==> src/rtl/serial_pkg.sv <==
// Shared types for the serial transmitter: FSM state encodings and bit-order constants.
// SERIAL_TRANSMITTER_PARITY_EN adds the PARITY state used by the optional even-parity bit.
package serial_pkg;

   typedef enum logic [1:0] {
      IDLE   = 2'd0,
      SHIFT  = 2'd1
`ifdef SERIAL_TRANSMITTER_PARITY_EN
      ,PARITY = 2'd2
`endif
   } tx_state_t;

   localparam logic MSB_FIRST = 1'b1;
   localparam logic LSB_FIRST = 1'b0;

endpackage

==> src/rtl/serial_bit_counter.sv <==
// Data-bit index counter for the serial transmitter: clear wins over enable,
// counts 0..WIDTH-1 and holds at the terminal value instead of wrapping.
module serial_bit_counter #(
   parameter int WIDTH = 8,
   localparam int CW = $clog2(WIDTH)
) (
   input  logic          clk,
   input  logic          sync_reset,
   input  logic          clear,
   input  logic          enable,
   output logic [CW-1:0] count,
   output logic          terminal
);

   localparam logic [CW-1:0] LAST = CW'(WIDTH - 1);

   assign terminal = (count == LAST);

   always_ff @(posedge clk) begin
      if (sync_reset) begin
         count <= '0;
      end else if (clear) begin
         count <= '0;
      end else if (enable && !terminal) begin
         count <= count + 1'b1;
      end
   end

endmodule

==> src/rtl/serial_transmitter.sv <==
// Parallel-in/serial-out transmitter with valid/ready word intake and gapless back-to-back frames.
// Build option SERIAL_TRANSMITTER_PARITY_EN appends one even-parity bit to every frame.
module serial_transmitter
   import serial_pkg::*;
#(
   parameter int WIDTH = 8
) (
   input  logic             clk,
   input  logic             sync_reset,
   input  logic [WIDTH-1:0] parallel_data_input,
   input  logic             load_valid,
   output logic             load_ready,
   input  logic             msb_first,
   output logic             serial_data_output,
   output logic             serial_valid,
   output logic             frame_done,
   output logic [1:0]       state_dbg
);

   localparam int CW = $clog2(WIDTH);
   localparam logic [CW-1:0] PENULT = CW'(WIDTH - 2);

   tx_state_t        state;
   logic [WIDTH-1:0] shreg;
   logic             msb_r;
   logic [CW-1:0]    cnt;
   logic             tc;
   logic             last_bit;
   logic             accept;
`ifdef SERIAL_TRANSMITTER_PARITY_EN
   logic             par_r;
`endif

   // Handshake: a word transfers on any rising edge where load_valid && load_ready.
   // load_ready depends only on state/count (and reset), never on load_valid.
`ifdef SERIAL_TRANSMITTER_PARITY_EN
   assign last_bit = (state == PARITY);
`else
   assign last_bit = (state == SHIFT) && tc;
`endif
   assign load_ready = !sync_reset && ((state == IDLE) || last_bit);
   assign accept     = load_valid && load_ready;
   assign state_dbg  = state;

   serial_bit_counter #(.WIDTH(WIDTH)) u_cnt (
      .clk        (clk),
      .sync_reset (sync_reset),
      .clear      (accept),
      .enable     (state == SHIFT),
      .count      (cnt),
      .terminal   (tc)
   );

   always_ff @(posedge clk) begin
      if (sync_reset) begin
         state              <= IDLE;
         shreg              <= '0;
         msb_r              <= 1'b0;
         serial_data_output <= 1'b0;
         serial_valid       <= 1'b0;
         frame_done         <= 1'b0;
`ifdef SERIAL_TRANSMITTER_PARITY_EN
         par_r              <= 1'b0;
`endif
      end else begin
         frame_done <= 1'b0;
         if (accept) begin
            // First bit goes straight to the output; the shift reg keeps the rest.
            state        <= SHIFT;
            msb_r        <= msb_first;
            serial_valid <= 1'b1;
            if (msb_first == MSB_FIRST) begin
               serial_data_output <= parallel_data_input[WIDTH-1];
               shreg              <= {parallel_data_input[WIDTH-2:0], 1'b0};
            end else begin
               serial_data_output <= parallel_data_input[0];
               shreg              <= {1'b0, parallel_data_input[WIDTH-1:1]};
            end
`ifdef SERIAL_TRANSMITTER_PARITY_EN
            par_r <= ^parallel_data_input;
`endif
         end else begin
            case (state)
               SHIFT: begin
                  if (tc) begin
`ifdef SERIAL_TRANSMITTER_PARITY_EN
                     state              <= PARITY;
                     serial_data_output <= par_r;
                     frame_done         <= 1'b1;
`else
                     state              <= IDLE;
                     serial_valid       <= 1'b0;
                     serial_data_output <= 1'b0;
`endif
                  end else begin
                     if (msb_r == MSB_FIRST) begin
                        serial_data_output <= shreg[WIDTH-1];
                        shreg              <= {shreg[WIDTH-2:0], 1'b0};
                     end else begin
                        serial_data_output <= shreg[0];
                        shreg              <= {1'b0, shreg[WIDTH-1:1]};
                     end
`ifndef SERIAL_TRANSMITTER_PARITY_EN
                     frame_done <= (cnt == PENULT);
`endif
                  end
               end
`ifdef SERIAL_TRANSMITTER_PARITY_EN
               PARITY: begin
                  state              <= IDLE;
                  serial_valid       <= 1'b0;
                  serial_data_output <= 1'b0;
               end
`endif
               default: begin
                  state              <= IDLE;
                  serial_valid       <= 1'b0;
                  serial_data_output <= 1'b0;
               end
            endcase
         end
      end
   end

endmodule

==> config.mk <==
export PLATFORM = sky130hd
export DESIGN_NAME = serial_transmitter
export DESIGN_NICKNAME = d
export VERILOG_FILES = /design/src/rtl/serial_pkg.sv /design/src/rtl/serial_bit_counter.sv /design/src/rtl/serial_transmitter.sv
export SDC_FILE = /design/constraint.sdc
export NUM_CORES = 1
export LEC_CHECK = 0
export BUFFER_PORTS_ARGS = -buffer_cell sky130_fd_sc_hd__buf_2
export CAP_MARGIN = 25
export CORE_MARGIN = 8
export CORE_UTILIZATION = 52
export DETAILED_ROUTE_END_ITERATION = 7
export PLACE_DENSITY = 0.74
export SLEW_MARGIN = 20
export SYNTH_ARGS = -nofsm -noshare
export SYNTH_HDL_FRONTEND = slang
export SYNTH_SLANG_ARGS = --single-unit
==> constraint.sdc <==
create_clock -name clk -period 3.15 [get_ports clk]
set_input_delay 0.4725 -clock clk [delete_from_list [all_inputs] [get_ports clk]]
set_output_delay 0.4725 -clock clk [all_outputs]
set_load 0.01 [all_outputs]
# Word level (Yosys, flattened, before mapping)
# Index checks and enable logic that the tools add are counted.
# op_classes
add_sub_neg	1
mul	0
div	0
magnitude_cmp	0
n_eq_ne	4
shifts	0
muxes	16
bitwise	1
reduce_logical	12
# op_table
cell	count
2-to-1 mux 8 bit	5
2-to-1 mux 1 bit	11
equality test 3 bit, second input constant	2
logical AND 1 bit	4
OR reduction 4 bit	1
adder 3 x 1 -> 3 bit, second input constant	1
inequality test 3 bit, second input constant	1
zero test 1 bit	2
zero test 2 bit	1
inequality test 2 x 1 -> 1 bit, second input constant	1
AND reduction 2 bit	1
nonzero test 2 bit	1
OR reduction 2 bit	1
logical OR 1 bit	1
inverter 1 bit	1
# totals
register_bits	16
latch_bits	0
ramBits	0
rom_bits	0
in_bits	12
output_inout_bits	6
wordCells	41
mem_count	0

# Logic depth before layout (Yosys ltp)
# Gate-level depths: netlist of the first run.
# logic_depth
depth_word	7
mapped_depth	6
ltp_nobuf	5

# Modules after synthesis
# Synthesis of the first run repeated with hierarchy kept, for this count alone.
# hier_totals
cells_unflattened	88
hier_area_um2	825.8
# modules_own_cells
mod	n_inst	cells_each	area_each_um2	seq_area_each_um2
serial_transmitter	1	76	683.2	240.2
serial_bit_counter	1	12	142.6	60.1

# Worst setup path before layout of the first run
# Ideal clock, no wire load.
# synth_timing
kind	register to output
from	register u_cnt.count[0]
to	output load_ready
t_arrival_ps	1109
t_required_ps	2677
slack_ps	1569
stages_incl_launch_ff	6
path_buffers	1
path_cell_list	dfxtp_1 -> ha_1 -> ha_1 -> nor2b_2 -> buf_4 -> nor2_1
# synth_via
elab_chain_len	4
# synth_lines
element	line_no	text
from (decl)	serial_bit_counter.sv:11	output logic [CW-1:0] count,
from (signal assigned)	serial_bit_counter.sv:25	count <= count + 1'b1;
equality test 3 bit	serial_bit_counter.sv:17	assign terminal = (count == LAST);
logical AND 1 bit	serial_transmitter.sv:39	assign last_bit = (state == SHIFT) && tc;
logical OR 1 bit	serial_transmitter.sv:41	assign load_ready = !sync_reset && ((state == IDLE) || last_bit);
logical AND 1 bit	serial_transmitter.sv:41	
to (decl)	serial_transmitter.sv:12	output logic load_ready,
# No other way between the ends.

# Worst setup path in the final report of the first run
# Ends and elaborated chain as after synthesis.

==> results.py, run 1 <==
metrics = {
    "route": {
        "drt_iter0_drc": 19,
        "antenna_left": 0,
        "detail_route.wl_per_cell_um": 14.64,
        "drtPass1Iterations": 4,
        "viasPerCell": 5.807,
        "num_vias": 691,
        "drc": 0,
        "wl_um": 1742,
    },
    "layout": {
        "finalNetCount": 119,
        "drive_gt1_share_pct": 22.33,
        "n_antenna_cell": 0,
        "postLayoutCellArea_um2": 900.9,
        "syn2layout_area_growth_pct": 8.597,
    },
    "critical_path": {
        "critPathRequiredTime_ns": 2.68,
        "crit_fanout": 16,
        "start_kind": "flip-flop",
        "critPathKind": "flip-flop to output pin",
        "worst_ep_arrival_time_ns": 1.68,
        "endpoint_kind": "output pin",
    },
    "global_routing": {
        "grt_pass1_vias": 634,
        "grt_overflow": 0,
        "grt_util_all_layers_pct": 10.81,
        "grt_max_degree": 18,
        "grt_pass1_wl_um": 2884,
        "antenna_found_initial": 0,
    },
    "timing": {
        "setup_viol": 0,
        "fmax_mhz": 464.4,
        "timing_hold_violations_final": 0,
        "min_period_ns": 2.153,
        "rsz0062_at_grt": "false",
        "post-route-period-util_pct": 68.36,
        "worst_slew_pin_slew_ns": 0.5411,
        "slew_headroom_pct": 63.77,
        "maxSlewViolCount": 0,
        "setup-tns-final_ns": 0,
        "fin_skew_ns": 0.0008693,
    },
    "die": {
        "row_count": 14,
        "fp.dieW_um": 55.94,
        "coreArea_um2": 1506,
        "pin_count": 18,
        "die-area_um2": 3129,
        "start_util_pct": 55.07,
        "die_y_um": 55.94,
    },
    "pwr": {
        "p_comb_share_pct": 16.6,
        "ir_drop_v": 0.0002716,
        "cellLeakagePower_nw": 0.3731,
        "internal_power_mw": 0.2788,
        "pwr_density_cell_nw_per_um2": 431.7,
        "clockPowerShare_pct": 28.4,
        "switching_share_pct": 28.32,
        "p_seq_share_pct": 55.0,
        "p_sw_mw": 0.1101,
    },
    "synth": {
        "synth_compound_area_share_pct": 19.76,
        "synth-simple-area-share_pct": 14.18,
        "synth-xor-area-share_pct": 0,
        "ys_seq_elements": 15,
        "synthAdderAreaFrac_pct": 4.525,
        "synth_top_family_by_area": "compound AO/OA/AOI/OAI gates",
        "ys.warnings.count": 0,
        "synth_cells": 92,
        "yosysSeqAreaShare_pct": 36.20,
        "syn_nets": 107,
        "synth_area_per_cell_um2": 9.017,
        "synthMuxAreaShare_pct": 17.19,
        "ys_types": 23,
        "synth_area_um2": 829.5,
    },
    "outcome": {
        "outcome": "finished clean",
    },
    "clock_network": {
        "cts_sinks": 15,
        "clock_tree.root_cell": "clkbuf_4",
        "post_cts_resized": 0,
        "htree_levels": 1,
        "cts_max_path_buffers": 2,
        "cts_setup_buffers": 0,
        "numCtsBuffers": 3,
        "cts_tree": "built",
        "clock_latency_ns": 0.28,
        "cts.clk_slew.worst_paths_ns": 0.09,
        "postCtsHoldBufs": 0,
    },
    "placement": {
        "place_hpwl_um": 1255,
        "gp_congestion": 0.7662,
        "place_area_um2": 873.3,
        "io_buffers": 16,
    },
    "worst_hold_path": {
        "hold_path_class": "flip-flop to flip-flop",
    },
    "job": {
        "maxCapViolations": 0,
    },
}
metal layers:
layer | GRT usage, % | wire (um)
met5 | 0 | 0
met1 | 13.74 | 821
met2 | 16.83 | 780
met4 | 3.093 | 25
met3 | 3.653 | 115
power by group through the flow:
stage               Sequential (mW)  Combinational, mW  Clock [mW]
floorplan                     0.213             0.0524           0
global route                  0.215             0.0724       0.119
finish                        0.214             0.0646       0.110
global placement              0.218             0.0629           0
CTS                           0.214             0.0648       0.112
detailed placement            0.218             0.0642           0
worst paths after layout:
check,from,to,slack (ns),cells past startpoint
setup / recovery,u_cnt.count[0],load_ready,1.0,5
hold reg to reg,u_cnt.count[2],frame_done,0.46,2
setup reg to reg,u_cnt.count[0],shreg[2],1.42,5
hold / removal,u_cnt.count[2],frame_done,0.46,2
through the flow:
stage	cells	hold WS, ns	util, %	setup slack (ns)	power [mW]
finish	119	0.4641	59.80	0.9966	0.3889
global route	119	0.4970	59.80	0.8700	0.4064
CTS	119	0.4652	59.80	0.9975	0.3899
detailed placement	115	0.4518	57.97	1.311	0.2822
global placement	115	0.4479	57.97	1.340	0.2805
floorplan	92	0.4318	-	1.569	0.2658
layout make-up:
type                       instances  area, um^2
timing repair buffer              16       80.08
tap                               16       20.02
inverter                           2       7.507
fill                             130       605.6
clock buffer                       3       22.52
sequential                        15       300.3
multi-input combinational         66       465.4
clock inverter                     1       5.005
cell families after synthesis:
logic type | after synthesis
compound gates | 24
fa+ha+maj | 3
simple gates | 24
buf+inv | 11
mux | 14
other cells | 1
flops | 15
cells in the mapped netlist (all sizes together):
master | instances | area share, %
dfxtp | 15 | 36
mux2i | 12 | 14
a21oi | 9 | 5.4
buf | 7 | 5.9
nor2 | 7 | 3.2
a2111oi | 6 | 6.3
nand3 | 6 | 3.6
o21bai | 6 | 5.4
nand2 | 4 | 1.8
nand2b | 4 | 3.0
ha | 3 | 4.5
clkbuf | 2 | 0.91
inv | 2 | 0.91
mux2 | 2 | 2.7
a211oi | 1 | 0.91
a221oi | 1 | 1.1
conb | 1 | 0.45
nand3b | 1 | 0.91
nor2b | 1 | 1.1
nor3 | 1 | 0.60
o21ai | 1 | 0.60
sequential cells by signal, indices dropped and copies added, names as in the netlist:
signal and flops:
frame_done 1, serial_data_output 1, u_cnt.count 3, msb_r 1, state_dbg 1, shreg 8
cells in the final DEF (no fill, tap or decap):
cell       netlist  final
nor2b_2          1      1
clkinv_2         0      1
o21bai_1         6      6
nand2_1          4      4
inv_1            2      2
clkbuf_4         0      3
nand3_1          6      6
dfxtp_1         15     15
ha_1             3      3
a21oi_1          9      9
o21ai_0          1      1
buf_2            3     16
nand3b_1         1      1
a211oi_1         1      1
mux2_2           2      2
mux2i_1         12     12
nand2b_1         4      4
nor2_1           7      7
conb_1           1      1
a2111oi_0        6      6
nor3_1           1      1
a221oi_1         1      1
critical path, cell delays in order (launching register included):
cell and delay, ns:
dfxtp_1 0.34, ha_1 0.20, ha_1 0.19, nor2b_2 0.45
nor2_1 0.07, buf_2 0.15
Power figures use the tool's default switching activity.
==> run 2: changes to the inputs <==
- CORE_UTILIZATION: 52 -> 46
- PLACE_DENSITY: 0.74 -> 0.69
- clock period: 3.15 -> 1.87 ns (I/O delays scaled with it)
==> results.py, run 2 (synthesized netlist as in run 1, its figures left out) <==
metrics = {
    "clock_network": {
        "clock_latency_ns": 0.27,
        "htree_levels": 1,
        "cts.clk_slew.worst_paths_ns": 0.09,
        "cts_max_path_buffers": 2,
        "numCtsBuffers": 3,
        "clock_tree.root_cell": "clkbuf_4",
        "cts_tree": "built",
        "cts_sinks": 15,
    },
    "critical_path": {
        "start_kind": "flip-flop",
        "cp_cell_sequence": "ha_1 -> ha_1 -> nor2b_2 -> buf_6 -> nor2_1 -> buf_2",
        "endpoint_kind": "output pin",
        "critPathBufInv": 2,
        "worst_ep_arrival_time_ns": 1.43,
        "crit_family": "adder cells",
        "slowest_delay_ns": 0.33,
        "critPathRequiredTime_ns": 1.59,
        "crit_fanout": 6,
        "critPathKind": "flip-flop to output pin",
        "cp_common_cell": "ha_1",
        "crit_path_top_delay_cell": "dfxtp_1",
    },
    "placement": {
        "place_area_um2": 892.1,
        "dp_cells": 125,
        "gp_congestion": 0.7766,
        "place_hpwl_um": 1246,
        "io_buffers": 16,
    },
    "timing": {
        "fmax_mhz": 582.9,
        "maxSlewViolCount": 0,
        "fin_skew_ns": 0.002426,
        "min_period_ns": 1.715,
        "rsz0062_at_grt": "false",
        "setup_viol": 0,
        "timing_hold_violations_final": 0,
        "setup-tns-final_ns": 0,
        "post-route-period-util_pct": 91.73,
    },
    "route": {
        "detail_route.wl_per_cell_um": 13.34,
        "drc": 0,
        "antenna_left": 0,
        "wl_um": 1748,
        "drtPass1Iterations": 6,
        "num_vias": 700,
        "viasPerCell": 5.344,
        "drt_iter0_drc": 12,
    },
    "layout": {
        "finalNetCount": 122,
        "layout.cells.non_filler": 131,
        "largest_reg_flops": 8,
        "syn2layout_area_growth_pct": 13.12,
        "final_cell_mix": "buf_2 (16), dfxtp_1 (15), mux2i_1 (12), a21oi_1 (9), nor2_1 (7)",
        "postLayoutCellArea_um2": 938.4,
        "largest-register": "shreg",
        "reg_top3": "shreg x8, u_cnt.count x3",
        "n_antenna_cell": 0,
        "drive_gt1_share_pct": 24.53,
        "final_common_cell": "buf_2",
    },
    "global_routing": {
        "antenna_found_initial": 0,
        "grt_util_all_layers_pct": 10.18,
        "grt_max_degree": 18,
        "grt_pass1_vias": 629,
        "grt_overflow": 0,
        "grt_pass1_wl_um": 2842,
    },
    "die": {
        "coreArea_um2": 1708,
        "die-area_um2": 3418,
        "row_count": 15,
        "pin_count": 18,
        "fp.dieW_um": 58.47,
        "start_util_pct": 48.57,
        "die_y_um": 58.47,
    },
    "job": {
        "maxCapViolations": 0,
    },
    "pwr": {
        "cellLeakagePower_nw": 0.3892,
        "ir_drop_v": 0.0003654,
        "pwr_density_cell_nw_per_um2": 701.7,
    },
    "worst_hold_path": {
        "hold_path_class": "primary input to flip-flop",
    },
    "outcome": {
        "outcome": "finished clean",
    },
}
run 2: cell count changes in the layout (fill, tap and decap cells not counted), sizes merged:
| cell | delta |
|---|---|
| buf | +3 |
run 2: metal layers:
metal | routed length [um] | GRT usage [%]
met5 | 0 | 0
met4 | 15 | 3.147
met3 | 109 | 2.826
met2 | 785 | 14.96
met1 | 837 | 13.86
run 2: worst min-delay path, stage by stage:
cell      delay (ns)
buf_2           0.11
nand3_1         0.07
a211oi_1        0.06
run 2: per-stage QoR:
step / hold WS, ns / utilization, % / total power [mW] / setup slack [ns]
final: 0.2952 / 54.95 / 0.6585 / 0.1546
after global routing: 0.2920 / 54.95 / 0.6989 / 0.04976
after CTS: 0.2930 / 53.85 / 0.6600 / 0.06129
after detailed placement: 0.4497 / 52.23 / 0.4775 / 0.3812
after global placement: 0.4489 / 52.23 / 0.4751 / 0.4278
after floorplan: 0.4318 / - / 0.4478 / 0.4808
run 2: worst paths after layout:
kind                          startpoint          to  slack [ns]  cells past startpoint
setup reg to reg          u_cnt.count[0]    shreg[4]        0.29                      7
hold / removal    parallel_data_input[6]    shreg[7]        0.30                      3
setup / recovery          u_cnt.count[0]  load_ready        0.15                      6
hold reg to reg           u_cnt.count[2]  frame_done        0.46                      2
run 2: where the power goes:
| part | leakage [nW] | internal, mW | switching, mW |
|---|---|---|---|
| Clock | 0.0177 | 0.0791 | 0.102 |
| Sequential | 0.123 | 0.340 | 0.0196 |
| Combinational | 0.248 | 0.0566 | 0.0607 |
| Total | 0.389 | 0.476 | 0.183 |
run 2: layout make-up:
class | instances | area [um^2]
clock buffers | 3 | 22.52
clock inverters | 1 | 5.005
fillers | 160 | 769.5
inverters | 2 | 7.507
multi-input cells | 66 | 465.4
flip-flops and latches | 15 | 300.3
well taps | 25 | 31.28
repair buffers | 19 | 106.4
run 2: what timing repair did:
item | CTS | global route
resized for setup | 0 | 1
hold endpoints to repair | 0 | 0
setup buffers | 0 | 2
hold buffers | 0 | 0
endpoints found under the setup margin | 0 | 1
